$ cat src/rtl/piso_ser.sv
// piso_ser: parallel-in / serial-out frame serializer.
//
// A parallel word of N bits is captured on a load handshake and then emitted
// one bit per cycle on ser_out, qualified by ser_en, in the bit order chosen
// by dir at load time (0 = MSB first, 1 = LSB first). ser_dir carries the
// latched order so a downstream shift register can follow it. ser_last marks
// the final cycle of a frame. A new word may be accepted on that final cycle,
// which gives gap-free back-to-back frames.
//
// Optional feature: define PISO_SER_PARITY_EN to append one even-parity cycle
// (XOR of the captured word) after the data bits. The frame is then N+1
// cycles long and ser_last marks the parity cycle.
//
// Handshake: a word is transferred on every rising clk edge where
// load_valid && load_ready are both 1. load_ready depends only on registered
// state, so it never combinationally reflects load_valid. While load_ready is
// 0, load_valid, load_data and dir are ignored.
//
// ser_out, ser_en, ser_last and ser_dir all come straight from flops. rst_n is
// synchronous and active-low, and it wins over a load offered on the same edge.
//
// dbg_state exposes the FSM state encoding for monitors and checkers.

module piso_ser #(
    parameter int N = 16
) (
    input  logic         clk,
    input  logic         rst_n,
    input  logic         load_valid,
    output logic         load_ready,
    input  logic [N-1:0] load_data,
    input  logic         dir,
    output logic         ser_out,
    output logic         ser_en,
    output logic         ser_dir,
    output logic         ser_last,
    output logic [1:0]   dbg_state
);

    localparam int CW = $clog2(N + 1);

    typedef enum logic [1:0] {
        IDLE   = 2'd0,
        SHIFT  = 2'd1
`ifdef PISO_SER_PARITY_EN
        ,
        PARITY = 2'd2
`endif
    } state_t;

    state_t         state_q, state_d;
    logic [N-1:0]   sreg_q, sreg_d;    // bits still to be emitted, next bit at the active end
    logic [CW-1:0]  cnt_q, cnt_d;      // data bits remaining after the one on ser_out
    logic           out_q, out_d;
    logic           en_q, en_d;
    logic           last_q, last_d;
    logic           dir_q, dir_d;
    logic           load_accept;
`ifdef PISO_SER_PARITY_EN
    logic           par_q, par_d;      // even parity of the captured word
`endif

    // A word is taken only when idle or on the last cycle of the current frame.
    assign load_ready  = (state_q == IDLE) || last_q;
    assign load_accept = load_valid && load_ready;

    assign ser_out   = out_q;
    assign ser_en    = en_q;
    assign ser_last  = last_q;
    assign ser_dir   = dir_q;
    assign dbg_state = state_q;

    // State and output registers, synchronous active-low reset.
    always_ff @(posedge clk) begin
        if (!rst_n) begin
            state_q <= IDLE;
            sreg_q  <= '0;
            cnt_q   <= '0;
            out_q   <= 1'b0;
            en_q    <= 1'b0;
            last_q  <= 1'b0;
            dir_q   <= 1'b0;
`ifdef PISO_SER_PARITY_EN
            par_q   <= 1'b0;
`endif
        end else begin
            state_q <= state_d;
            sreg_q  <= sreg_d;
            cnt_q   <= cnt_d;
            out_q   <= out_d;
            en_q    <= en_d;
            last_q  <= last_d;
            dir_q   <= dir_d;
`ifdef PISO_SER_PARITY_EN
            par_q   <= par_d;
`endif
        end
    end

    // Next-state and next-output logic; the serial outputs for the coming cycle
    // are computed here and registered above.
    always_comb begin
        state_d = state_q;
        sreg_d  = sreg_q;
        cnt_d   = cnt_q;
        out_d   = 1'b0;
        en_d    = 1'b0;
        last_d  = 1'b0;
        dir_d   = dir_q;
`ifdef PISO_SER_PARITY_EN
        par_d   = par_q;
`endif

        if (load_accept) begin
            // First bit goes out on the cycle after the load edge; the rest
            // of the word is kept pre-shifted so the next bit sits at the end.
            state_d = SHIFT;
            dir_d   = dir;
            en_d    = 1'b1;
            cnt_d   = CW'(N - 1);
            if (dir) begin
                out_d  = load_data[0];
                sreg_d = load_data >> 1;
            end else begin
                out_d  = load_data[N-1];
                sreg_d = load_data << 1;
            end
`ifdef PISO_SER_PARITY_EN
            par_d   = ^load_data;
`endif
        end else begin
            case (state_q)
                SHIFT: begin
                    if (cnt_q != '0) begin
                        en_d  = 1'b1;
                        cnt_d = cnt_q - CW'(1);
                        if (dir_q) begin
                            out_d  = sreg_q[0];
                            sreg_d = sreg_q >> 1;
                        end else begin
                            out_d  = sreg_q[N-1];
                            sreg_d = sreg_q << 1;
                        end
`ifdef PISO_SER_PARITY_EN
                        last_d = 1'b0;
`else
                        last_d = (cnt_q == CW'(1));
`endif
                    end else begin
`ifdef PISO_SER_PARITY_EN
                        // Data bits done: emit the parity bit as the frame's last cycle.
                        state_d = PARITY;
                        en_d    = 1'b1;
                        out_d   = par_q;
                        last_d  = 1'b1;
`else
                        state_d = IDLE;
`endif
                    end
                end
`ifdef PISO_SER_PARITY_EN
                PARITY: begin
                    state_d = IDLE;
                end
`endif
                default: begin
                    state_d = IDLE;
                end
            endcase
        end
    end

endmodule

$ cat config.mk
export PLATFORM = sky130hd
export DESIGN_NAME = piso_ser
export DESIGN_NICKNAME = d
export VERILOG_FILES = /design/src/rtl/piso_ser.sv
export SDC_FILE = /design/constraint.sdc
export NUM_CORES = 1
export LEC_CHECK = 0
export ABC_AREA = 1
export BUFFER_PORTS_ARGS = -buffer_cell sky130_fd_sc_hd__buf_2
export CAP_MARGIN = 40
export CORE_ASPECT_RATIO = 0.5
export CORE_UTILIZATION = 57
export CTS_BUF_LIST = sky130_fd_sc_hd__clkbuf_8
export DETAILED_ROUTE_END_ITERATION = 10
export PLACE_DENSITY = 0.85
export RECOVER_POWER = 50
export SYNTH_ARGS = -nofsm -noshare
export SYNTH_HDL_FRONTEND = slang
export SYNTH_SLANG_ARGS = --single-unit
$ cat constraint.sdc
create_clock -name clk -period 1.57 [get_ports clk]
set_input_delay 0.0785 -clock clk [delete_from_list [all_inputs] [get_ports clk]]
set_output_delay 0.0785 -clock clk [all_outputs]
set_load 0.05 [all_outputs]
==> Yosys cells after proc, flatten, opt, wreduce, memory -nomap -nowiden <==
Index checks and enable logic that the tools add are counted.
{ "op_classes": {"n_addsub": 1, "multipliers": 0, "div_mod_pow": 0, "order_cmp": 0, "eq_ne": 2, "shift": 0, "mux": 19, "bitwise_logic": 3, "reduce_logical": 10} }
{ "ops": {"columns": ["operator", "n"], "rows": [
  ["$mux W16", 5],
  ["$mux W4", 3],
  ["$mux W1", 11],
  ["$eq A5 B1 Y1 const B", 1],
  ["$reduce_bool A5 Y1", 1],
  ["$sub A5 B1 Y5 const B", 1],
  ["$reduce_and A2 Y1", 2],
  ["$reduce_bool A2 Y1", 2],
  ["$reduce_or A4 Y1", 1],
  ["$ne A3 B3 Y1 const B", 1],
  ["$not A1 Y1", 3],
  ["$logic_not A2 Y1", 1],
  ["$reduce_or A2 Y1", 1],
  ["$logic_and A1 B1 Y1", 1],
  ["$logic_or A1 B1 Y1", 1]
]} }
{ "totals": {"register_bits": 26, "latchBits": 0, "mem_bits_rw": 0, "rom_bits": 0, "input_bits": 20, "output_inout_bits": 7, "elab_cells": 43, "memories": 0} }

==> Depth between registers and ports, before layout <==
{ "logic_depth": {"depth_word": 5, "ltp_mapped": 11, "ltp_nobuf": 10} }

==> Least setup slack after synthesis <==
No wires, ideal clock.
{ "synth_timing": {"path_kind": "flip-flop to flip-flop", "startpoint": "reg state_q[0], in the netlist dbg_state[0]", "endpoint": "reg sreg_q[13]", "setup_time_ps": 133, "arrival_time_ps": 1640, "t_required_ps": 1437, "path_slack_ps": -204, "stages_incl_launch_ff": 7, "path_buffers": 1, "synth_period_minus_slack_ps": 1774, "path_cell_list": "dfxtp_1 > nand2_2 > nand2_4 > nand2_1 > buf_4 > nand2_1 > a21oi_2"} }
{ "synth_via": {"elab_chain_len": 5, "word_cells_on_any_way": 7, "cone_classes": "1 x mux; 6 x reduce/logical"} }
{ "synth_lines": {"columns": ["element", "line_no", "rtl"], "rows": [
  ["from (decl)", "51", "state_t state_q, state_d;"],
  ["from (signal assigned)", "87", "state_q <= state_d;"],
  ["$logic_not A2 Y1 *", "64", "assign load_ready = (state_q == IDLE) || last_q;"],
  ["$logic_or A1 B1 Y1 *", "64", null],
  ["net load_ready", "30", "output logic load_ready,"],
  ["$logic_and A1 B1 Y1 *", "65", "assign load_accept = load_valid && load_ready;"],
  ["$reduce_bool A2 Y1 (no source line)", null, null],
  ["$reduce_and A2 Y1 (no source line)", null, null],
  ["to (signal assigned)", "88", "sreg_q <= sreg_d;"],
  ["to (decl)", "52", "logic [N-1:0] sreg_q, sreg_d;"]
]} }
Mark *: on every way through the listed nets, which the timed path passes. The rest lies on a longest branch.
A chain may end at the register's enable or synchronous reset.

==> Final worst setup path <==
{ "layout_timing": {"startpoint": "reg cnt_q[0]", "endpoint": "reg cnt_q[1]"} }
{ "layout_via": {"elab_chain_len": 4, "word_cells_on_any_way": 7, "cone_classes": "1 x add/sub; 3 x mux; 3 x reduce/logical"} }
{ "layout_lines": {"columns": ["element", "line_no", "rtl"], "rows": [
  ["from (decl)", "53", "logic [CW-1:0] cnt_q, cnt_d;"],
  ["from (signal assigned)", "89", "cnt_q <= cnt_d;"],
  ["$sub A5 B1 Y5", "136", "cnt_d = cnt_q - CW'(1);"],
  ["$mux W4", "134", "if (cnt_q != '0) begin"],
  ["$mux W4", "132", "case (state_q)"],
  ["$mux W4", "114", "if (load_accept) begin"]
]} }
Several ways; a longest one is shown, not always the timed one. The select of a mux whose other input is x is not followed.

==> impl_metrics.toml <==
[logic_synthesis]
syn_area_um2 = 1760
synth.distinct_cells = 22
synthesis.nets = 322
yosys.area.top_type = "nand2_1"
synth_top_area_share = 0.3006
synth_area_leaders = "nand2_1 (30%), dfxtp_1 (30%), nand3_1 (7.1%)"
syn_inst = 299
synth_seq_area_share = 0.2957
synth-seq-cells = 26
synth_compound_area_frac = 0.1251
yosys_warnings = 0
postSynthAreaPerCell_um2 = 5.888
synth_top_family_by_area = "simple AND/OR/NAND/NOR gates"
synth-simple-area-share = 0.4279
synth_mux_area_frac = 0
synth-xor-area-share = 0
synthAdderAreaFrac = 0.02132

[layout]
nNetsFinal = 341
drive_gt1_frac = 0.1329
diodes = 0
layout_common_cells = "nand2_1 (141), inv_1 (26), nand3_1 (25)"
fill_cells = 277
syn2layout_area_growth_pct = 9.950
fin_util = 0.7000
final_common_cell = "nand2_1"

[clocking]
clockBufferDepth = 2
htree_levels = 1
cts_buffers = 3
cts.clk_slew.worst_paths_ns = 0.08
cts_setup_buffers = 0
clk_latency_ns = 0.27
cts_num_sinks = 26
cts_tree = "built"
cts-root-buf = "clkbuf_8"

[timing]
clock_skew_ns = 0.006375
setup_viol_count_final = 0
rsz0062_at_grt = "false"
min_period_ns = 1.442
timing.hold.ws_ns = 0.07296
drv_slew = 0
hold_violations = 0
max_slew_margin = 0.6076
clock.fmax_ghz = 0.6936
finalCritPeriodShare = 0.9183
tightest_slew_ns = 0.5912
setup_tns_ns = 0

[route]
antenna_left = 0
drt_wl_total_mm = 4.116
firstDrtPassIters = 4
drc = 0
via_per_inst = 5.283
drt-initial-drc-count = 147
avgRoutedWirePerCell_um = 11.66
vias = 1865

[worst_hold_path]
holdCritPathClass = "input pin to flop"

[grt]
grt_overflow_total = 0
antenna_found_initial = 0
grt_pass1_wl_mm = 6.644
grt_start_max_net_pins = 33
track_usage = 0.2745
grt_pass1_vias = 1560

[floorplanning]
die_h_um = 41.30
coreArea_um2 = 2765
die_w_um = 80.60
start_util = 0.6367
rows = 13
dieArea_um2 = 3328
io_pins = 27

[pwr]
switching_share = 0.3619
seq_power_share = 0.452
ir_worst_vdd_uv = 470.5
power.internal_uw = 1083
p_clk_frac = 0.225
p_leak_uw = 0.0009782
p_sw_uw = 614.5
comb_power_share = 0.323
p_per_area_nw_per_um2 = 877.2

[run]
maxCapViolCount = 0

[setup_path]
worstPathRequired_ns = 1.74
path_max_fanout = 10
criticalPathCategory = "flop to flop"
endpoint_kind = "flop"
critPathLaunchType = "flop"
critical_path_arrival_ns = 1.62

[place]
place.gp.congestion = 0.8007
dp_hpwl_mm = 2.923
port_buffers = 25

[status]
status = "finished clean"
[what timing repair did]
item,CTS,global route
endpoints found under the setup margin,0,4
hold buffers,0,0
resized for setup,0,1
[metal layers]
| metal | GRT usage | part of all wire | vias up |
|---|---|---|---|
| li1 | - | - | 960 |
| met1 | 0.3238 | 0.46 | 841 |
| met2 | 0.5254 | 0.46 | 58 |
| met3 | 0.06304 | 0.069 | 6 |
| met4 | 0.08482 | 0.011 | 0 |
| met5 | 0 | 0 | - |
[worst paths after layout]
kind | from | to | slack [ns] | depth (start not counted)
worst max-delay path | cnt_q[0] | cnt_q[1] | 0.13 | 11
worst min-delay path | rst_n | cnt_q[0] | 0.07 | 3
worst max register to register | cnt_q[0] | cnt_q[1] | 0.13 | 11
worst min register to register | sreg_q[14] | sreg_q[14] | 0.51 | 2
[Yosys cell counts, drive strengths merged]
master	count
a21boi	1
a21oi	23
buf	15
clkbuf	3
conb	1
dfxtp	26
ha	3
inv	27
nand2	144
nand3	25
nand3b	1
nor2	13
nor3	1
o21ai	15
or2	1
[critical path, stage by stage, from the launching register on]
cell     delay [ns]
dfxtp_2        0.36
inv_1          0.08
ha_1           0.20
inv_1          0.05
nor2_1         0.04
nand2_1        0.07
nand2_2        0.06
buf_4          0.18
nor2_1         0.14
nand2_1        0.07
nand2_1        0.06
nor2_1         0.04
[cell families (layout without fill, tap and decap cells)]
| kind of cell | Yosys count | in the layout |
|---|---|---|
| fa+ha+maj | 3 | 3 |
| compound gates | 39 | 39 |
| simple gates | 185 | 185 |
| other cells | 1 | 1 |
| buf+inv | 45 | 62 |
| flops | 26 | 26 |
[through the flow]
stage	setup slack, ns	instance area (µm²)	std cells	total power, µW
after CTS	0.07344	1942	353	1696
after detailed placement	0.09142	1901	350	1323
after global routing	0.02932	1936	353	1801
final	0.1282	1936	353	1698
after floorplan	0.04413	1763	299	1193
after global placement	0.1809	1901	350	1306
[power groups by stage]
stage	clock network (µW)	logic, µW	registers, µW
floorplan	0	393	800
detailed placement	0	542	781
CTS	383	547	765
global placement	0	529	777
finish	382	548	768
global route	411	615	774
[state kept, by name (all words and copies together), names as in the netlist]
| signal | cells |
|---|---|
| cnt_q | 5 |
| dbg_state | 1 |
| ser_dir | 1 |
| ser_en | 1 |
| ser_last | 1 |
| ser_out | 1 |
| sreg_q | 16 |
[cell type report]
| type | count | area, µm² | area share |
|---|---|---|---|
| repair buffers | 32 | 207.7 | 0.1073 |
| inverters | 27 | 101.3 | 0.05236 |
| flip-flops and latches | 26 | 524.3 | 0.2708 |
| clock buffers | 3 | 41.29 | 0.02133 |
| well taps | 37 | 46.29 | 0.02392 |
| multi-input cells | 228 | 1015 | 0.5242 |
No activity file was read; power rests on OpenSTA's default activity.
